File: config.mk
export PLATFORM = sky130hd
export DESIGN_NAME = alu_ctrl_seq_flat
export DESIGN_NICKNAME = d
export VERILOG_FILES = /design/src/rtl/alu_ctrl_pkg.sv /design/src/rtl/alu_ctrl_seq_if.sv /design/src/rtl/alu_ctrl_cnt.sv /design/src/rtl/alu_ctrl_seq.sv /design/src/flat_wrapper.sv
export SDC_FILE = /design/constraint.sdc
export NUM_CORES = 1
export LEC_CHECK = 0
export CORE_MARGIN = 4
export CORE_UTILIZATION = 54
export CTS_BUF_LIST = sky130_fd_sc_hd__clkbuf_8
export DETAILED_ROUTE_END_ITERATION = 8
export PLACE_DENSITY = 0.87
export SYNTH_ARGS = -nofsm -noshare
export SYNTH_HDL_FRONTEND = slang
export SYNTH_HIERARCHICAL = 1
export SYNTH_SLANG_ARGS = --single-unit
File: constraint.sdc
create_clock -name clk -period 3.1 [get_ports clk]
set_input_delay 0.62 -clock clk [delete_from_list [all_inputs] [get_ports clk]]
set_output_delay 0.62 -clock clk [all_outputs]
set_load 0.05 [all_outputs]
File: src/rtl/alu_ctrl_pkg.sv
// alu_ctrl_pkg -- shared definitions for the execute-stage sequencing controller.
//   * function-code constants (DIVU included; whether it is accepted is decided
//     in alu_ctrl_seq under ALU_CTRL_DIVU_EN)
//   * controller state encoding
//   * reset value of the datapath MUX select
//   * is_single(): true for codes that complete in one EXEC cycle
package alu_ctrl_pkg;

  localparam logic [5:0] F_AND   = 6'b100100;
  localparam logic [5:0] F_OR    = 6'b100101;
  localparam logic [5:0] F_ADD   = 6'b100000;
  localparam logic [5:0] F_SUB   = 6'b100010;
  localparam logic [5:0] F_SLT   = 6'b101010;
  localparam logic [5:0] F_SRL   = 6'b000010;
  localparam logic [5:0] F_MFHI  = 6'b010000;
  localparam logic [5:0] F_MFLO  = 6'b010010;
  localparam logic [5:0] F_MULTU = 6'b011001;
  localparam logic [5:0] F_DIVU  = 6'b011011;

  localparam logic [5:0] SIGNAL_RST = F_ADD;

  typedef enum logic [2:0] {
    S_IDLE   = 3'd0,
    S_EXEC   = 3'd1,
    S_MLOAD  = 3'd2,
    S_MSTEP  = 3'd3,
    S_MWRITE = 3'd4
  } state_t;

  function automatic logic is_single(input logic [5:0] f);
    case (f)
      F_AND, F_OR, F_ADD, F_SUB, F_SLT, F_SRL, F_MFHI, F_MFLO: return 1'b1;
      default: return 1'b0;
    endcase
  endfunction

endpackage

File: src/rtl/alu_ctrl_seq_if.sv
// alu_ctrl_seq_if -- bus between instruction decode (master) and the
// sequencing controller (slave).
//   FunctIn[5:0]  decode -> ctrl   function code
//   Valid         decode -> ctrl   FunctIn valid
//   Ready         ctrl -> decode   controller can accept
//   Signal[5:0]   ctrl -> datapath registered MUX/ALU select
//   MultLoad      ctrl -> datapath load multiplicand/multiplier, clear product
//   MultStep      ctrl -> datapath advance shift-add one bit
//   HiLoWrite     ctrl -> datapath commit product to Hi/Lo
//   Done          ctrl -> decode   one-cycle completion pulse
//   IllegalOp     ctrl -> decode   one-cycle pulse with Done for bad code
//   DivMode       ctrl -> datapath (only with ALU_CTRL_DIVU_EN) restoring divide
interface alu_ctrl_seq_if;
  logic [5:0] FunctIn;
  logic       Valid;
  logic       Ready;
  logic [5:0] Signal;
  logic       MultLoad;
  logic       MultStep;
  logic       HiLoWrite;
  logic       Done;
  logic       IllegalOp;
`ifdef ALU_CTRL_DIVU_EN
  logic       DivMode;

  modport master (
    output FunctIn, Valid,
    input  Ready, Signal, MultLoad, MultStep, HiLoWrite, Done, IllegalOp, DivMode
  );
  modport slave (
    input  FunctIn, Valid,
    output Ready, Signal, MultLoad, MultStep, HiLoWrite, Done, IllegalOp, DivMode
  );
`else
  modport master (
    output FunctIn, Valid,
    input  Ready, Signal, MultLoad, MultStep, HiLoWrite, Done, IllegalOp
  );
  modport slave (
    input  FunctIn, Valid,
    output Ready, Signal, MultLoad, MultStep, HiLoWrite, Done, IllegalOp
  );
`endif
endinterface

File: src/rtl/alu_ctrl_cnt.sv
// alu_ctrl_cnt -- 6-bit step counter for the multi-cycle shift-add sequence.
//   clk    clock
//   rst_n  asynchronous active-low reset (count -> 0)
//   clr    synchronous clear (has priority over en)
//   en     increment by one
//   tc     terminal count: count == MULT_CYCLES-1
module alu_ctrl_cnt #(
  parameter int MULT_CYCLES = 32
) (
  input  logic clk,
  input  logic rst_n,
  input  logic clr,
  input  logic en,
  output logic tc
);

  logic [5:0] cnt;

  always_ff @(posedge clk or negedge rst_n) begin
    if (!rst_n)      cnt <= '0;
    else if (clr)    cnt <= '0;
    else if (en)     cnt <= cnt + 6'd1;
  end

  assign tc = (cnt == 6'(MULT_CYCLES - 1));

endmodule

File: src/rtl/alu_ctrl_seq.sv
// alu_ctrl_seq -- execute-stage sequencing controller.
// Accepts one function code per valid/ready handshake (only while IDLE) and
// drives the registered datapath select. Single-cycle codes spend one EXEC
// cycle; MULTU runs MLOAD, MULT_CYCLES x MSTEP, MWRITE. Unsupported codes
// take one EXEC cycle with IllegalOp and leave Signal untouched.
// Optional feature macro: ALU_CTRL_DIVU_EN -- accept DIVU through the same
// sequence as MULTU and drive DivMode high for the whole sequence.
// Ports:
//   clk    clock, all state on rising edge
//   reset  asynchronous active-low reset
//   bus    alu_ctrl_seq_if.slave (FunctIn/Valid in, everything else out)
module alu_ctrl_seq
  import alu_ctrl_pkg::*;
#(
  parameter int MULT_CYCLES = 32
) (
  input  logic            clk,
  input  logic            reset,
  alu_ctrl_seq_if.slave   bus
);

  state_t     state, state_nxt;
  logic [5:0] sig_q;
  logic       ill_q;
  logic       accept;
  logic       code_single;
  logic       code_div;
  logic       code_seq;
  logic       tc;

  logic       ready_o, mload_o, mstep_o, hlwr_o, done_o, ill_o;

  assign accept      = bus.Valid && (state == S_IDLE);
  assign code_single = is_single(bus.FunctIn);
`ifdef ALU_CTRL_DIVU_EN
  assign code_div    = (bus.FunctIn == F_DIVU);
`else
  assign code_div    = 1'b0;
`endif
  assign code_seq    = (bus.FunctIn == F_MULTU) || code_div;

  // State register
  always_ff @(posedge clk or negedge reset) begin
    if (!reset) state <= S_IDLE;
    else        state <= state_nxt;
  end

  // Next-state logic
  always_comb begin
    state_nxt = state;
    case (state)
      S_IDLE:   if (accept) state_nxt = code_seq ? S_MLOAD : S_EXEC;
      S_EXEC:   state_nxt = S_IDLE;
      S_MLOAD:  state_nxt = S_MSTEP;
      S_MSTEP:  if (tc) state_nxt = S_MWRITE;
      S_MWRITE: state_nxt = S_IDLE;
      default:  state_nxt = S_IDLE;
    endcase
  end

  // Output decode (Moore)
  always_comb begin
    ready_o = 1'b0;
    mload_o = 1'b0;
    mstep_o = 1'b0;
    hlwr_o  = 1'b0;
    done_o  = 1'b0;
    ill_o   = 1'b0;
    case (state)
      S_IDLE:   ready_o = 1'b1;
      S_EXEC: begin
        done_o = 1'b1;
        ill_o  = ill_q;
      end
      S_MLOAD:  mload_o = 1'b1;
      S_MSTEP:  mstep_o = 1'b1;
      S_MWRITE: begin
        hlwr_o = 1'b1;
        done_o = 1'b1;
      end
      default: ;
    endcase
  end

  // Select register and per-op flags, captured on the accepting edge. The
  // select only changes for single-cycle codes so illegal ops and MULTU leave
  // the datapath pointing at the previous result.
  always_ff @(posedge clk or negedge reset) begin
    if (!reset) begin
      sig_q <= SIGNAL_RST;
      ill_q <= 1'b0;
    end else if (accept) begin
      if (code_single) sig_q <= bus.FunctIn;
      ill_q <= !code_single && !code_seq;
    end
  end

`ifdef ALU_CTRL_DIVU_EN
  logic div_q;

  always_ff @(posedge clk or negedge reset) begin
    if (!reset)      div_q <= 1'b0;
    else if (accept) div_q <= code_div;
  end

  assign bus.DivMode = div_q &&
                       ((state == S_MLOAD) || (state == S_MSTEP) || (state == S_MWRITE));
`endif

  alu_ctrl_cnt #(.MULT_CYCLES(MULT_CYCLES)) u_cnt (
    .clk   (clk),
    .rst_n (reset),
    .clr   (state == S_MLOAD),
    .en    (state == S_MSTEP),
    .tc    (tc)
  );

  assign bus.Ready     = ready_o;
  assign bus.Signal    = sig_q;
  assign bus.MultLoad  = mload_o;
  assign bus.MultStep  = mstep_o;
  assign bus.HiLoWrite = hlwr_o;
  assign bus.Done      = done_o;
  assign bus.IllegalOp = ill_o;

endmodule

File: src/flat_wrapper.sv
// flat-port wrapper written by rule: the top's interface ports become plain ports
module alu_ctrl_seq_flat import alu_ctrl_pkg::*;
#(
  parameter int MULT_CYCLES = 32
)
  (clk, reset, bus_FunctIn, bus_Valid, bus_Ready, bus_Signal, bus_MultLoad, bus_MultStep, bus_HiLoWrite, bus_Done, bus_IllegalOp);
  alu_ctrl_seq_if bus_i ();
  input  logic clk;
  input  logic reset;
  input wire logic [$bits(bus_i.FunctIn)-1:0] bus_FunctIn;
  input wire logic [$bits(bus_i.Valid)-1:0] bus_Valid;
  output wire logic [$bits(bus_i.Ready)-1:0] bus_Ready;
  output wire logic [$bits(bus_i.Signal)-1:0] bus_Signal;
  output wire logic [$bits(bus_i.MultLoad)-1:0] bus_MultLoad;
  output wire logic [$bits(bus_i.MultStep)-1:0] bus_MultStep;
  output wire logic [$bits(bus_i.HiLoWrite)-1:0] bus_HiLoWrite;
  output wire logic [$bits(bus_i.Done)-1:0] bus_Done;
  output wire logic [$bits(bus_i.IllegalOp)-1:0] bus_IllegalOp;
  assign bus_i.FunctIn = bus_FunctIn;
  assign bus_i.Valid = bus_Valid;
  assign bus_Ready = bus_i.Ready;
  assign bus_Signal = bus_i.Signal;
  assign bus_MultLoad = bus_i.MultLoad;
  assign bus_MultStep = bus_i.MultStep;
  assign bus_HiLoWrite = bus_i.HiLoWrite;
  assign bus_Done = bus_i.Done;
  assign bus_IllegalOp = bus_i.IllegalOp;
  alu_ctrl_seq #(.MULT_CYCLES(MULT_CYCLES)) u_core (.clk(clk), .reset(reset), .bus(bus_i));
endmodule
# --- After elaboration in Yosys (flattened, before gate mapping) ---
# Cells that the tools add are included.
op_classes:
  add_sub_neg: 1
  eq_ne: 16
  n_mux: 13
  n_reduce_logical: 10
op_table:
  columns: ["operator", "count"]
  rows:
  - ["equality test 6 bit (second input constant)", 5]
  - ["equality test 6 x 5 -> 1 bit (second input constant)", 4]
  - ["two-way mux 6 bit", 2]
  - ["one-hot mux 3 bit (3 select lines)", 1]
  - ["OR reduction 8 bit", 1]
  - ["two-way mux 1 bit", 7]
  - ["adder 6 x 1 -> 6 bit (second input constant)", 1]
  - ["equality test 3 x 2 -> 1 bit (second input constant)", 2]
  - ["equality test 6 x 2 -> 1 bit (second input constant)", 1]
  - ["two-way mux 3 bit", 2]
  - ["!= test 2 x 1 -> 1 bit (second input constant)", 2]
  - ["AND reduction 2 bit", 2]
  - ["equality test 3 x 1 -> 1 bit (second input constant)", 1]
  - ["equality test 3 bit (second input constant)", 1]
  - ["zero test 3 bit", 1]
  - ["logical AND 1 bit", 2]
  - ["zero test 1 bit", 2]
  - ["two-way mux 2 bit", 1]
  - ["nonzero test 2 bit", 1]
  - ["OR reduction 2 bit", 1]
totals:
  inputBits: 9
  wordCells: 44
  ff_bits: 16
  output_inout_bits: 12

# --- Depth between registers and ports, before layout ---
logic_depth:
  depth_word: 5
  ltp_mapped: 6
  mapped_depth_nobuf: 5

# --- Modules after synthesis ---
# Netlist, hierarchy kept.
modules_own_cells:
  columns: ["mod", "instances", "area_each_um2", "seq_area_each_um2", "cells_each"]
  rows:
  - ["alu_ctrl_seq", 1, 586.8, 251.5, 51]
  - ["alu_ctrl_cnt", 1, 281.5, 150.1, 27]

# --- Worst setup path after synthesis ---
# OpenSTA, ideal clock, no wires.
synth_path:
  path_kind: "reg-to-output"
  start: "register u_core.state[2]"
  end: "output bus_IllegalOp"
  slack_ns: 0.439
  path_buffers: 1
  required_ns: 2.480
  path_stages_with_launch: 3
  arrival_ns: 2.041
  cell_sequence: "dfrtp_1 buf_2 nor4bb_1"
synth_via:
  elab_chain_len: 2
synth_lines:
  columns: ["element", "line_no", "source"]
  rows:
  - ["from (decl)", "alu_ctrl_seq.sv:22", "state_t state, state_nxt;"]
  - ["from (signal assigned)", "alu_ctrl_seq.sv:45", "else state <= state_nxt;"]
  - ["equality test 3 x 1 -> 1 bit", "alu_ctrl_seq.sv:69", "case (state)"]
  - ["two-way mux 1 bit", "alu_ctrl_seq.sv:69", null]
  - ["to (decl)", "flat_wrapper.sv:18", "output wire logic [$bits(bus_i.IllegalOp)-1:0] bus_IllegalOp;"]
# No other way between the ends.

# --- Worst setup path after layout ---
layout_path:
  start: "register u_core.state[2]"
  end: "output bus_MultStep"
layout_via:
  elab_chain_len: 2
layout_lines:
  columns: ["element", "line_no", "source"]
  rows:
  - ["equality test 3 x 2 -> 1 bit", "alu_ctrl_seq.sv:69", null]
  - ["two-way mux 1 bit", "alu_ctrl_seq.sv:69", null]
  - ["to (decl)", "flat_wrapper.sv:15", "output wire logic [$bits(bus_i.MultStep)-1:0] bus_MultStep;"]
# No other way between the ends.

==> results.yml <==
outcome:
  status: "completed"
pwr:
  power.density_nw_per_um2: 576
  p_seq_share_pct: 40.1
  clkPwrFrac_pct: 28.9
  ir_drop_mv: 0.404
  p_sw_uw: 218
  switching_share_pct: 33.5
  p_comb_share_pct: 31.0
  p_leak_nw: 0.508
  internal-power_uw: 433
critical_path:
  crit_start: "u_core/state[2]"
  cp_cell_sequence: "and3b_1 > clkdlybuf4s50_1"
  crit_type: "reg -> out"
  path_max_fanout: 10
  critical_path_buf_inv_count: 1
  cp_slowest_stage_delay_ps: 860
  r2r-start: "u_core/state[1]"
  start_kind: "register"
  cpLargestDelayFamily: "buffers and inverters"
  required_ps: 2480
  critPathArrivalTime_ps: 2030
  cp-end-kind: "output pin"
  cp_slowest_cell: "clkdlybuf4s50_1"
route:
  viasPerCell: 5.82
  wirelength_um: 1780
  wire_per_inst_um: 15.4
  vias: 675
  post-route-drc-count: 0
  initialDrtViolationCount: 13
  firstDrtPassIters: 4
  detail-route-antenna-nets: 0
clock_network:
  post-cts-setup-buffer-count: 0
  clock_path_buffers: 2
  cts.clk_slew.worst_paths_ps: 70
  hold_buffers: 0
  htree_levels: 1
  clkLatencyLatePin_ps: 250
  cts_made_buffers: 3
  cts_root_buf: "clkbuf_8"
  clock-sinks: 16
  tritoncts: "yes"
  post_cts_resize_count: 0
placed_design:
  port_buffers: 20
  hpwl_um: 1320
  place_congestion: 0.724
  dp_cells: 112
synthesis:
  synth_area_leaders: "dfrtp_1, mux2_4, a21oi_1"
  async_flop_share_pct: 100
  yosysSeqAreaShare_pct: 46.3
  ys_warn_count: 6
  synth_area_per_cell_um2: 11.1
  syn_area_um2: 868
  synthDominantCellAreaShare_pct: 43.2
  synth_edf_count: 0
  ys_ff_latch: 16
  synth_commonest_cells: "dfrtp_1, nor2_1, a21oi_1"
  ys_types: 34
  synth_area_leader_cell: "dfrtp_1"
  synthFlopType: "dfrtp_1"
  synthCells: 78
  syn_nets: 88
  yosysMostFrequentCell: "dfrtp_1"
worst_hold_path:
  hp-start: "u_core/ill_q"
  hp-class: "reg -> reg"
layout:
  finalNetCount: 111
  diodes: 0
  final_cell_count_no_fill: 116
  final_layout_size_suffix_gt1_share_pct: 16.0
  areaGrowthSynthToFinish_pct: 30.1
global_routing:
  grt_pass1_wl_um: 2860
  grt_max_degree: 17
  grt_overflow: 0
  antenna_found_initial: 0
  grt_use_total_pct: 18.8
  grt_pass1_vias: 686
die:
  initial_core_util_pct: 57.6
  pin_count: 21
  die-area_um2: 2310
  die_h_um: 48.1
  num_rows: 14
  core_um2: 1510
  die_x_um: 48.1
sta:
  clock_skew_ps: 1.57
  rsz0062_at_grt: "no"
  slew_violations: 0
  min_period_ps: 2650
  setup-tns-final_ps: 0
  max_slew.worst_pin.slew_ps: 704
  slew_headroom_pct: 52.9
  hold_violations: 0
  fmax_mhz: 377
  period_share_pct: 85.5
  finalSetupViolations: 0
run:
  maxCapViolCount: 0
## power groups by stage
stage	Sequential, mW	Combinational [mW]	Clock, mW
final	0.261	0.202	0.188
after global routing	0.265	0.212	0.206
after CTS	0.261	0.203	0.196
after detailed placement	0.263	0.203	0
after global placement	0.263	0.198	0
after floorplan	0.303	0.0927	0
## area by class of cell
type                       count  area, um^2
tap                           16        20.0
timing repair buffer          21         208
clock buffer                   4        55.1
sequential                    16         402
fill                         100         377
multi-input combinational     57         438
inverter                       2        7.51
## worst reg2reg max path: stages, from the launching register on
cell and delay [ps]:
dfrtp_1 470, or4b_4 600, a211oi_4 310, nand2_4 120, mux2_4 300
## state kept, by name, indices dropped and copies added (netlist names)
| register | flops |
|---|---|
| u_core/state | 3 |
| u_core/u_cnt/cnt | 6 |
| u_core/bus.Signal | 6 |
| u_core/ill_q | 1 |
## stage by stage
stage / setup slack (ps) / util [%] / hold WS, ps / total power [mW] / instance area, um^2
final: 451 / 75.0 / 494 / 0.651 / 1130
after global routing: 365 / 75.0 / 497 / 0.682 / 1130
after CTS: 440 / 75.0 / 489 / 0.659 / 1130
after detailed placement: 620 / 71.3 / 474 / 0.466 / 1070
after global placement: 669 / 71.3 / 483 / 0.461 / 1070
after floorplan: 439 / - / 324 / 0.396 / 868
## cells by family after synthesis
family	count (synthesis)	synth area share (%)
AOI/OAI and AO/OA	15	12.4
xor gates and xnor gates	5	5.04
adders and majority gates	1	1.44
buffers and inverters	5	3.31
DFF	16	46.3
muxes	6	9.37
and+or+nand+nor	30	22.2
## worst paths after layout
check                                        to  slack (ps)  cells past startpoint
hold / removal                     u_core/ill_q         490                      1
setup / recovery                   bus_MultStep         450                      2
hold reg to reg                    u_core/ill_q         490                      1
max in group asynchronous  u_core/bus.Signal[2]        1870                      1
min in group asynchronous   u_core/u_cnt/cnt[2]         790                      1
setup reg to reg           u_core/bus.Signal[4]        1190                      4
## metal layers
metal  track usage [%]  share of wire, %  vias to the layer above
met5                 0                 0                        -
met4              9.68               1.2                        0
met3              4.43               5.0                        2
met2              31.1                49                       22
met1              22.6                44                      327
li1                  -                 -                      324
## cells in the final DEF, fill, tap and decap left out, types with 2 or more instances in the layout
cell / instances
clkdlybuf4s50_1: 20
dfrtp_1: 15
nor2_1: 7
a21oi_1: 6
clkbuf_8: 4
nor3b_1: 4
mux2_4: 4
nand2_1: 3
xor2_1: 3
xnor2_1: 2
nor4bb_1: 2
inv_1: 2
and3_1: 2
a21o_1: 2
o21ai_0: 2
nand3_1: 2
nand4_1: 2
No activity file was read; power rests on OpenSTA's default activity.
